## src/rtl/cache_arb_pkg.sv

```systemverilog
// Shared types and default widths for the two-requester cache arbiter.
// Holds the FSM state encoding, the requester id type and the default parameters.
// Imported by cache_arbiter and rr_pick2.
package cache_arb_pkg;

  localparam int ADDR_W_DEF  = 32;
  localparam int DATA_W_DEF  = 32;
  localparam int CNT_W_DEF   = 16;
  localparam int TIMEOUT_DEF = 64;

  typedef enum logic [1:0] {
    ST_IDLE  = 2'd0,
    ST_ISSUE = 2'd1,
    ST_WAIT  = 2'd2
  } arb_state_t;

  typedef logic req_id_t;

  localparam req_id_t REQ_ID_0 = 1'b0;
  localparam req_id_t REQ_ID_1 = 1'b1;

endpackage

```

## src/rtl/cache_arbiter_rr_pick2.sv

```systemverilog
// Two-way round-robin pick: purely combinational, one-hot grant out.
// A lone requester always wins; on a tie the requester not granted last wins.
// No state here; the last-grant pointer is held by the caller.
module rr_pick2
  import cache_arb_pkg::*;
(
  input  logic [1:0] i_req,
  input  req_id_t    i_last,
  output logic [1:0] o_gnt
);

  // Select the winner from the request vector and last-grant pointer
  always_comb begin
    o_gnt = 2'b00;
    case (i_req)
      2'b01:   o_gnt = 2'b01;
      2'b10:   o_gnt = 2'b10;
      2'b11:   o_gnt = (i_last == REQ_ID_1) ? 2'b01 : 2'b10;
      default: o_gnt = 2'b00;
    endcase
  end

endmodule

```

## src/rtl/cache_arbiter.sv

```systemverilog
// Round-robin arbiter granting two requesters one access at a time to a direct-mapped cache.
// Latency: request seen in IDLE -> valid_req next cycle; done one cycle after cache_ready is sampled.
// Backpressure: requests are levels held until done; the cache paces via cache_ready.
// Optional build macro CACHE_ARB_TIMEOUT_EN adds a WAIT watchdog that forces completion with err.
module cache_arbiter
  import cache_arb_pkg::*;
#(
  parameter int ADDR_W         = ADDR_W_DEF,
  parameter int DATA_W         = DATA_W_DEF,
  parameter int CNT_W          = CNT_W_DEF,
  parameter int TIMEOUT_CYCLES = TIMEOUT_DEF
) (
  input  logic              clk,
  input  logic              reset_n,
  input  logic              r0_req,
  input  logic              r0_rw,
  input  logic [ADDR_W-1:0] r0_addr,
  input  logic [DATA_W-1:0] r0_wdata,
  output logic              r0_done,
  input  logic              r1_req,
  input  logic              r1_rw,
  input  logic [ADDR_W-1:0] r1_addr,
  input  logic [DATA_W-1:0] r1_wdata,
  output logic              r1_done,
  output logic [DATA_W-1:0] rd_data,
  output logic              cache_valid_req,
  output logic              cache_rw,
  output logic [ADDR_W-1:0] cache_addr,
  output logic [DATA_W-1:0] cache_data_in,
  input  logic              cache_ready,
  input  logic [DATA_W-1:0] cache_data_out,
  input  logic              cache_hit,
  input  logic              cache_miss,
  output logic [CNT_W-1:0]  hit_cnt,
  output logic [CNT_W-1:0]  miss_cnt,
  output logic              busy,
  output logic              err
);

  arb_state_t        r_state;
  arb_state_t        w_state_nxt;
  req_id_t           r_owner;
  req_id_t           r_last;
  logic              r_rw;
  logic [ADDR_W-1:0] r_addr;
  logic [DATA_W-1:0] r_wdata;
  logic [DATA_W-1:0] r_rd_data;
  logic              r_done0;
  logic              r_done1;
  logic [CNT_W-1:0]  r_hit_cnt;
  logic [CNT_W-1:0]  r_miss_cnt;

  logic [1:0]        w_req;
  logic [1:0]        w_gnt;
  logic              w_grant_any;
  req_id_t           w_gnt_id;
  logic              w_complete;
  logic              w_timeout;
  logic              w_finish;

  // The owner is still holding req during its done cycle; mask it so it cannot be re-granted there
  assign w_req       = {r1_req & ~r_done1, r0_req & ~r_done0};
  assign w_grant_any = |w_gnt;
  assign w_gnt_id    = req_id_t'(w_gnt[1]);
  assign w_complete  = (r_state == ST_WAIT) && cache_ready;
  assign w_finish    = w_complete | w_timeout;

  rr_pick2 u_pick (
    .i_req  (w_req),
    .i_last (r_last),
    .o_gnt  (w_gnt)
  );

`ifdef CACHE_ARB_TIMEOUT_EN
  localparam int WD_W = $clog2(TIMEOUT_CYCLES + 1);

  logic [WD_W-1:0] r_wd_cnt;
  logic            r_err;

  // Count cycles spent in WAIT; cleared whenever the FSM is elsewhere
  always_ff @(posedge clk or negedge reset_n) begin
    if (!reset_n)
      r_wd_cnt <= '0;
    else if (r_state == ST_WAIT && !cache_ready)
      r_wd_cnt <= r_wd_cnt + WD_W'(1);
    else
      r_wd_cnt <= '0;
  end

  assign w_timeout = (r_state == ST_WAIT) && !cache_ready &&
                     (r_wd_cnt == WD_W'(TIMEOUT_CYCLES - 1));

  // Sticky error flag once the watchdog has forced a completion
  always_ff @(posedge clk or negedge reset_n) begin
    if (!reset_n)
      r_err <= 1'b0;
    else if (w_timeout)
      r_err <= 1'b1;
  end

  assign err = r_err;
`else
  assign w_timeout = 1'b0;
  assign err       = 1'b0;
`endif

  // State register
  always_ff @(posedge clk or negedge reset_n) begin
    if (!reset_n)
      r_state <= ST_IDLE;
    else
      r_state <= w_state_nxt;
  end

  // Next-state logic; cache_ready outside WAIT has no effect
  always_comb begin
    w_state_nxt = r_state;
    case (r_state)
      ST_IDLE:  if (w_grant_any) w_state_nxt = ST_ISSUE;
      ST_ISSUE: w_state_nxt = ST_WAIT;
      ST_WAIT:  if (w_finish) w_state_nxt = ST_IDLE;
      default:  w_state_nxt = ST_IDLE;
    endcase
  end

  // State-decoded outputs
  always_comb begin
    cache_valid_req = 1'b0;
    busy            = 1'b0;
    case (r_state)
      ST_ISSUE: begin
        cache_valid_req = 1'b1;
        busy            = 1'b1;
      end
      ST_WAIT:  busy = 1'b1;
      default: begin
        cache_valid_req = 1'b0;
        busy            = 1'b0;
      end
    endcase
  end

  // Latch the winner's request in IDLE; r_last resets to 1 so requester 0 has first priority
  always_ff @(posedge clk or negedge reset_n) begin
    if (!reset_n) begin
      r_owner <= REQ_ID_0;
      r_last  <= REQ_ID_1;
      r_rw    <= 1'b1;
      r_addr  <= '0;
      r_wdata <= '0;
    end else if (r_state == ST_IDLE && w_grant_any) begin
      r_owner <= w_gnt_id;
      r_last  <= w_gnt_id;
      r_rw    <= (w_gnt_id == REQ_ID_1) ? r1_rw    : r0_rw;
      r_addr  <= (w_gnt_id == REQ_ID_1) ? r1_addr  : r0_addr;
      r_wdata <= (w_gnt_id == REQ_ID_1) ? r1_wdata : r0_wdata;
    end
  end

  // Completion: one-cycle done to the owner, read data captured for reads, zeroed on timeout
  always_ff @(posedge clk or negedge reset_n) begin
    if (!reset_n) begin
      r_done0   <= 1'b0;
      r_done1   <= 1'b0;
      r_rd_data <= '0;
    end else begin
      r_done0 <= w_finish && (r_owner == REQ_ID_0);
      r_done1 <= w_finish && (r_owner == REQ_ID_1);
      if (w_complete && r_rw)
        r_rd_data <= cache_data_out;
      else if (w_timeout)
        r_rd_data <= '0;
    end
  end

  // Saturating hit/miss statistics; hit and miss together is a protocol error and counts neither
  always_ff @(posedge clk or negedge reset_n) begin
    if (!reset_n) begin
      r_hit_cnt  <= '0;
      r_miss_cnt <= '0;
    end else if (w_complete && (cache_hit ^ cache_miss)) begin
      if (cache_hit && (r_hit_cnt != '1))
        r_hit_cnt <= r_hit_cnt + CNT_W'(1);
      if (cache_miss && (r_miss_cnt != '1))
        r_miss_cnt <= r_miss_cnt + CNT_W'(1);
    end
  end

  assign r0_done       = r_done0;
  assign r1_done       = r_done1;
  assign rd_data       = r_rd_data;
  assign cache_rw      = r_rw;
  assign cache_addr    = r_addr;
  assign cache_data_in = r_wdata;
  assign hit_cnt       = r_hit_cnt;
  assign miss_cnt      = r_miss_cnt;

endmodule
```

## config.mk

```make
export PLATFORM = sky130hd
export DESIGN_NAME = cache_arbiter
export DESIGN_NICKNAME = d
export VERILOG_FILES = /design/src/rtl/cache_arb_pkg.sv /design/src/rtl/cache_arbiter_rr_pick2.sv /design/src/rtl/cache_arbiter.sv
export SDC_FILE = /design/constraint.sdc
export NUM_CORES = 1
export LEC_CHECK = 0
export CORE_MARGIN = 3
export CORE_UTILIZATION = 44
export DETAILED_ROUTE_END_ITERATION = 16
export GPL_TIMING_DRIVEN = 0
export PLACE_DENSITY = 0.87
export SYNTH_ARGS = -nofsm -noshare
export SYNTH_HDL_FRONTEND = slang
export SYNTH_SLANG_ARGS = --single-unit
```

## constraint.sdc

```tcl
create_clock -name clk -period 3.53 [get_ports clk]
set_input_delay 0.706 -clock clk [delete_from_list [all_inputs] [get_ports clk]]
set_output_delay 0.706 -clock clk [all_outputs]
set_load 0.01 [all_outputs]
```

* Yosys cells after proc, flatten, opt, wreduce, memory -nomap -nowiden *
Index checks and enable logic that the tools add are counted.
W data, S select, Z words.

storage, ports and cells
  memories kept = 0
  word-level logic and storage cells = 52
  memory bits (writable) = 0
  output and inout port bits = 134
  ROM bits = 0
  bits of input ports = 169
  bits in latches = 0
  register bits = 135

operators by class
  add/sub/neg operators = 2
  reductions and logical operators = 14
  multiply operators = 0
  multiplexer cells = 10
  divide/modulo/power cells = 0
  bitwise logic cells = 6
  shifts and indexed selects = 0
  $lt $le $gt $ge = 0
  eq/ne operators = 9

operator list
  operator                 number
  $mux W32                 2
  $add A16 B1 Y16 const B  2
  $ne A16 B16 Y1 const B   2
  $pmux W2 S3              2
  $logic_and A1 B1 Y1      8
  $eq A2 B2 Y1 const B     3
  $mux W2                  3
  $reduce_and A2 Y1        3
  $eq A2 B1 Y1 const B     2
  $ne A2 B2 Y1 const B     2
  $reduce_or A2 Y1         2
  $mux W1                  3
  $not A1 Y1               3
  $and A1 B1 Y1            2
  $logic_not A2 Y1         1
  $xor A1 B1 Y1            1

* Logic depth before layout (Yosys ltp) *
Gate-level depths: netlist (run 1).

  depth after elaboration = 7
  mapped depth = 7
  gate-level depth less buffers = 6

* Hierarchy *
A second synthesis (run 1) with hierarchy kept.

second synthesis, totals
  cell total of the unflattened synthesis = 529
  area, all modules = 6,088.3 µm²

modules (own cells, without submodules)
  module         sequential area each (µm²)  times used  cells an instance  area each (µm²)
  cache_arbiter  3,380.7                     1           526                6,069.6
  rr_pick2       0.0                         1           3                  18.8

* Worst setup path before layout (run 1) *
OpenSTA, ideal clock, no wires.

  path type = in2reg
  start = in r0_req
  end = reg r_addr[30] (netlist: cache_addr[30])
  stages = 5
  arrival = 1.720 ns
  buffers on the path = 2
  library setup time = 0.133 ns
  path slack = 1.677 ns
  data required time = 3.397 ns
  cell sequence = nor2b_1 > o21ai_1 > clkbuf_1 > clkbuf_1 > o21ai_0

on the way
  longest elaborated chain between the ends = 5
  elaborated cells on any way between the ends = 8
  those cells by class = 3 x eq/ne; 2 x mux; 1 x bitwise; 2 x reduce/logical

ends and longest elaborated chain
  item                                                 RTL line                      RTL
  from (decl)                                          cache_arbiter.sv:15           input logic r0_req,
  $and A1 B1 Y1 (*)                                    cache_arbiter.sv:62           assign w_req = {r1_req & ~r_done1, r0_req & ~r_done0};
  $eq A2 B2 Y1 / $eq A2 B1 Y1 (equally long branches)  cache_arbiter_rr_pick2.sv:15  case (i_req)
  $pmux W2 S3 (*)                                      cache_arbiter_rr_pick2.sv:15
  $reduce_or A2 Y1                                     cache_arbiter.sv:63           assign w_grant_any = |w_gnt;
  $logic_and A1 B1 Y1                                  cache_arbiter.sv:151          end else if (r_state == ST_IDLE && w_grant_any) begin
  to (signal assigned)                                 cache_arbiter.sv:155          r_addr <= (w_gnt_id == REQ_ID_1) ? r1_addr : r0_addr;
  to (decl)                                            cache_arbiter.sv:45           logic [ADDR_W-1:0] r_addr;

Mark *: on every way between the ends. The rest lies on a longest branch, timed or not.
A chain may end at the register's enable or synchronous reset.

* Worst setup path after layout (run 1) *
Same ends and word-level chain as after synthesis.

==> results.toml, run 1 <==
[run_status]
outcome = "finished, final reports clean"

[timing]
hold_viol = 0
relSlewSlack_pct = 55.9
setup_slack_ps = 1030
rsz0062_at_grt = "no"
finalCritPeriodShare_pct = 70.8
drv_slew = 0
holdWs_ps = 271
setup_violations = 0
finalCriticalPeriod_ps = 2500
finClkSkew_ps = 8.35
timing.fmax_mhz = 400
worst_slew_pin_slew_ps = 662

[routing]
final_antenna_net_count = 0
drc = 0
dr.pass1.iters = 4
routed_wl_um = 20000
routedWlPerCell_um = 19.4
vias = 5395
drt_iter0_drc = 228
vias_per_cell = 5.22

[die]
die_area_um2 = 15300
die_h_um = 124
ios = 303
rows = 42
die-width_um = 124
start_util_pct = 45.5
core-area_um2 = 13400

[clock_network]
cts.sinks = 135
cts_tree = "built"
post-cts-setup-buffer-count = 0
clock_latency_ps = 420
cts_hold_buf = 0
clk_path_buf_depth = 2
post_cts_resized = 0
numCtsBuffers = 17
htree_levels = 4
path_clk_slew_ps = 60
clockRootBuffer = "clkbuf_16"

[yosys]
synth_top_area_cell = "dfrtp_1"
syn_avg_cell_area_um2 = 11.7
synth_edf_count = 0
syn-instance-count = 523
synthesis.nets = 697
synth_area_um2 = 6090
ys.flop_type = "dfrtp_1"
synth_seq_cells = 135
ys_top_cells_by_count = "dfrtp_1, nand2_1, o21ai_0, mux2i_1, mux2_2"
ys_async_sr_fraction_pct = 100
synth_seq_area_share_pct = 55.5
yosysWarnings = 0
synth_top_area_share_pct = 54.6
synth_cell_types = 45
synth_area_leaders = "dfrtp_1, mux2i_1, mux2_2"
synth_most_common_cell = "dfrtp_1"

[setup_path]
crit_chain = "clkdlybuf4s50_1, nor2b_1, o21ai_1, clkbuf_1, clkbuf_1, o21ai_0"
critPathLaunchType = "input port"
cp_slowest_cell = "clkbuf_1"
cp.arrival_ps = 2770
cp-end-kind = "flip-flop"
critPathMaxFanout = 10
crit_type = "input port to flip-flop"
slowest_delay_ps = 480
required_ps = 3800
crit_top_cell = "clkbuf_1"

[flow_run]
maxCapViolations = 0

[grt]
antenna_found_initial = 1
grt_pass1_vias = 5558
grt-ovfl-total = 0
grt_pass1_wl_um = 29700
track_usage_pct = 25.9
grt_max_degree = 72

[power_and_ir_drop]
powerDensity_nw_per_um2 = 737
fin_total_pwr_uw = 7320
vdd_drop_max_v = 0.000447
power.leakage_uw = 0.00446

[final_layout]
nets = 1018
drive_above_1_share_pct = 11.8
syn_to_final_growth_pct = 63.0
instances_no_fill = 1034
fillers = 889

[placed_design]
routabilityCongestion = 0.826
dp_hpwl_um = 15500
port_buffers = 301
place_ws_ps = 481
dp.cells = 1001

[worst_hold_path]
hold_path_class = "input port to async pin"
report_power, final:
group / total (uW) / leakage (uW) / switching (uW) / internal (uW)
clock network: 1710 / 0.000271 / 659 / 1050
registers: 2510 / 0.00170 / 350 / 2160
logic: 3100 / 0.00249 / 1420 / 1680
total: 7320 / 0.00446 / 2430 / 4890
per-layer routing:
metal | wire (um) | track usage, % | share of wire [%]
met1 | 7200 | 28.7 | 36
met5 | 0 | 0 | 0
met4 | 461 | 10.2 | 2.3
met3 | 1540 | 7.58 | 7.7
met2 | 10800 | 46.7 | 54
cell usage in the layout, fill, tap and decap left out, types with 12 or more instances in the layout:
cell             instances
dfrtp_1                133
mux2i_1                 66
o21ai_0                 69
nand3_1                 12
mux2_2                  36
nand2_1                 74
clkbuf_16               17
clkdlybuf4s50_1        300
xnor2_1                 18
buf_2                   12
worst max-delay path, delay by kind of cell:
family	cells	cell delay [ps]
buf+inv	3	1240
compound gates	2	650
simple gates	1	170
worst paths after layout:
check	from	to	slack, ps	depth (start not counted)
min in group clk	cache_data_in[19]	cache_data_in[19]	480	2
worst max-delay path	r0_req	cache_addr[30]	1030	6
worst min register to register	cache_data_in[19]	cache_data_in[19]	480	2
worst max register to register	r_state[0]	cache_addr[30]	1320	6
worst min-delay path	reset_n	cache_addr[1]	270	1
max in group asynchronous	reset_n	r_last	2460	2
stage by stage:
step	instance area (um^2)	setup TNS [ps]	util (%)
after floorplan	6090	0	-
after global placement	9330	-436200	69.6
after detailed placement	9360	0	69.8
after CTS	9930	0	74.1
after global routing	9930	0	74.1
final	9930	0	74.1
logic make-up (layout without fill, tap and decap cells):
| logic type | Yosys count | after routing | synth area share, % |
|---|---|---|---|
| muxes | 103 | 103 | 17.7 |
| DFF | 135 | 135 | 55.5 |
| AOI/OAI and AO/OA | 85 | 85 | 7.47 |
| adders and majority gates | 5 | 5 | 1.03 |
| other | 1 | 2 | 0.0615 |
| xor gates and xnor gates | 25 | 25 | 3.59 |
| buffers and inverters | 30 | 364 | 2.53 |
| and+or+nand+nor | 139 | 139 | 12.1 |
flip-flops by register name (all words and copies together), names as in the netlist:
signal	count
hit_cnt	16
cache_data_in	32
cache_addr	32
cache_rw	1
r_state	2
r_last	1
miss_cnt	16
r0_done	1
rd_data	32
r1_done	1
r_owner	1
layout make-up:
class                      instances  area, um^2  area share (%)
sequential                       135        3380            34.0
buffer                            26         139            1.40
antenna                            1        2.50          0.0252
multi-input combinational        358        2560            25.8
tap                              176         220            2.22
timing repair buffer             302        3040            30.6
clock buffer                      19         443            4.46
clock inverter                    13         131            1.32
inverter                           4        15.0           0.151
No activity file was read; power rests on OpenSTA's default activity.
==> inputs of run 2 (changes only) <==
--- a/config.mk
+++ b/config.mk
@@ -6,10 +6,10 @@
 export NUM_CORES = 1
 export LEC_CHECK = 0
 export CORE_MARGIN = 3
-export CORE_UTILIZATION = 44
+export CORE_UTILIZATION = 37
 export DETAILED_ROUTE_END_ITERATION = 16
 export GPL_TIMING_DRIVEN = 0
-export PLACE_DENSITY = 0.87
+export PLACE_DENSITY = 0.78
 export SYNTH_ARGS = -nofsm -noshare
 export SYNTH_HDL_FRONTEND = slang
 export SYNTH_SLANG_ARGS = --single-unit
==> constraint.sdc (replaced) <==
create_clock -name clk -period 2.17 [get_ports clk]
set_input_delay 0.434 -clock clk [delete_from_list [all_inputs] [get_ports clk]]
set_output_delay 0.434 -clock clk [all_outputs]
set_load 0.01 [all_outputs]
==> run 2 against run 1 <==
- via count is 2.8% lower
- non-clock buffer count stayed put
- die area is 18% higher
- worst setup slack worse by 910 ps
- cell area is 0.92% higher
- core utilization is 11 points lower
- global-route usage is 4.7 points lower
- count of clock-buffer cells in the layout is 2 lower
- register-to-register slack worse by 1100 ps
- sequential power is 61% higher
- routed wire length is 3.5% lower
- combinational power is 61% higher
==> results.toml, run 2 (synthesis gave the netlist of run 1 again) <==
[run_status]
outcome = "finished, final reports clean"

[clock_network]
cts_hold_buf = 0
post-cts-setup-buffer-count = 0
clockRootBuffer = "clkbuf_16"
cts_tree = "built"
cts.sinks = 135
htree_levels = 4
path_clk_slew_ps = 60
clock_latency_ps = 410
numCtsBuffers = 17
clk_path_buf_depth = 2

[routing]
vias_per_cell = 4.89
dr.pass1.iters = 4
routedWlPerCell_um = 18.0
drc = 0
drt_iter0_drc = 188
final_antenna_net_count = 0
vias = 5243
routed_wl_um = 19400

[setup_path]
cp.arrival_ps = 2320
crit_start = "r0_req"
cp_slowest_cell = "clkdlybuf4s50_1"
required_ps = 2440
crit_top_cell = "buf_4"
cp-end-kind = "flip-flop"
rr_startpoint = "r_state[0]"
critPathMaxFanout = 10
slowest_delay_ps = 440
crit_type = "input port to flip-flop"
crit_chain = "clkdlybuf4s50_1, nor2b_1, a21o_1, buf_4, buf_4, mux2i_1, o21ai_0"
critPathLaunchType = "input port"
r2r_setup_slack_ps = 180
crit_family = "buffers and inverters"
crit_buf_inv = 3

[placed_design]
dp_hpwl_um = 15000
port_buffers = 301
routabilityCongestion = 0.828
dpl_cell_area_um2 = 9410

[flow_run]
maxCapViolations = 0

[timing]
drv_slew = 0
fin_tns_setup_ps = 0
finalCriticalPeriod_ps = 2050
finClkSkew_ps = 6.63
timing.fmax_mhz = 488
worst_slew_pin_slew_ps = 798
hold_viol = 0
finalCritPeriodShare_pct = 94.4
setup_violations = 0
rsz0062_at_grt = "no"
relSlewSlack_pct = 46.8

[final_layout]
fillers = 1340
multi_input_area_um2 = 2570
layout_commonest_cell = "clkdlybuf4s50_1"
drive_above_1_share_pct = 12.1
syn_to_final_growth_pct = 64.5
final_cell_mix = "clkdlybuf4s50_1, dfrtp_1, nand2_1"
diodes = 0
final-seq-area_um2 = 3380
nets = 1018
final_cell_area_um2 = 10000

[power_and_ir_drop]
power.leakage_uw = 0.00450
fin_total_pwr_uw = 12000
powerDensity_nw_per_um2 = 1200
vdd_drop_max_v = 0.000554

[die]
die_h_um = 134
rows = 46
ios = 303
core-area_um2 = 16000
die-width_um = 134
start_util_pct = 38.1
die_area_um2 = 18000

[grt]
grt_max_degree = 84
antenna_found_initial = 0
track_usage_pct = 21.2
grt_pass1_vias = 5329
grt_pass1_wl_um = 29900
grt-ovfl-total = 0

[worst_hold_path]
hold_path_class = "input port to async pin"
run 2: changes by cell type in the layout (fill, tap and decap cells not counted), sizes merged:
cell / change
dlymetal6s2s: +1
diode: -1
clkdlybuf4s50: -1
inv: +2
bufinv: +1
clkinvlp: -1
clkbuf: -2
run 2: timing repair:
action	in CTS	in global routing
endpoints found under the setup margin	60	2
resized for setup	2	2
cloned	0	0
run 2: final cells by class:
class,instances,share of cell area [%]
sequential,135,33.7
timing repair buffer,302,30.4
multi-input combinational,358,25.6
clock buffer,17,4.24
tap,216,2.70
clock inverter,15,1.78
buffer,26,1.40
inverter,4,0.150
run 2: final timing paths:
kind,endpoint,cells past startpoint
min in group clk,r0_done,1
max,cache_addr[24],7
max in group asynchronous,r_last,2
max reg2reg,hit_cnt[10],6
min reg2reg,r0_done,1
min,hit_cnt[2],1
run 2: worst register-to-register path, stage by stage (launching register included):
cell,delay (ps)
dfrtp_1,400
inv_1,100
ha_1,320
nand4b_4,230
nor3_4,300
and3_1,200
mux2_2,320
run 2: layer usage:
| metal | track usage [%] | share of wire (%) | vias to the layer above |
|---|---|---|---|
| li1 | - | - | 2503 |
| met1 | 26.6 | 41 | 2556 |
| met2 | 36.5 | 52 | 160 |
| met3 | 5.70 | 6.5 | 24 |
| met4 | 5.49 | 1.3 | 0 |
| met5 | 0 | 0 | - |
run 2: per-stage QoR:
stage	utilization (%)	cells	hold slack, ps	setup WS, ps
final	62.7	1073	86.3	121
after global routing	62.7	1073	131	7.46
after CTS	62.6	1073	113	21.3
after detailed placement	58.8	1041	454	-586
after global placement	58.6	1040	442	-4830
after floorplan	-	523	138	367
run 2: report_power, final:
group          switching (uW)  internal, uW
logic                    2270          2730
clock network            1130          1810
registers                 543          3510
total                    3950          8050
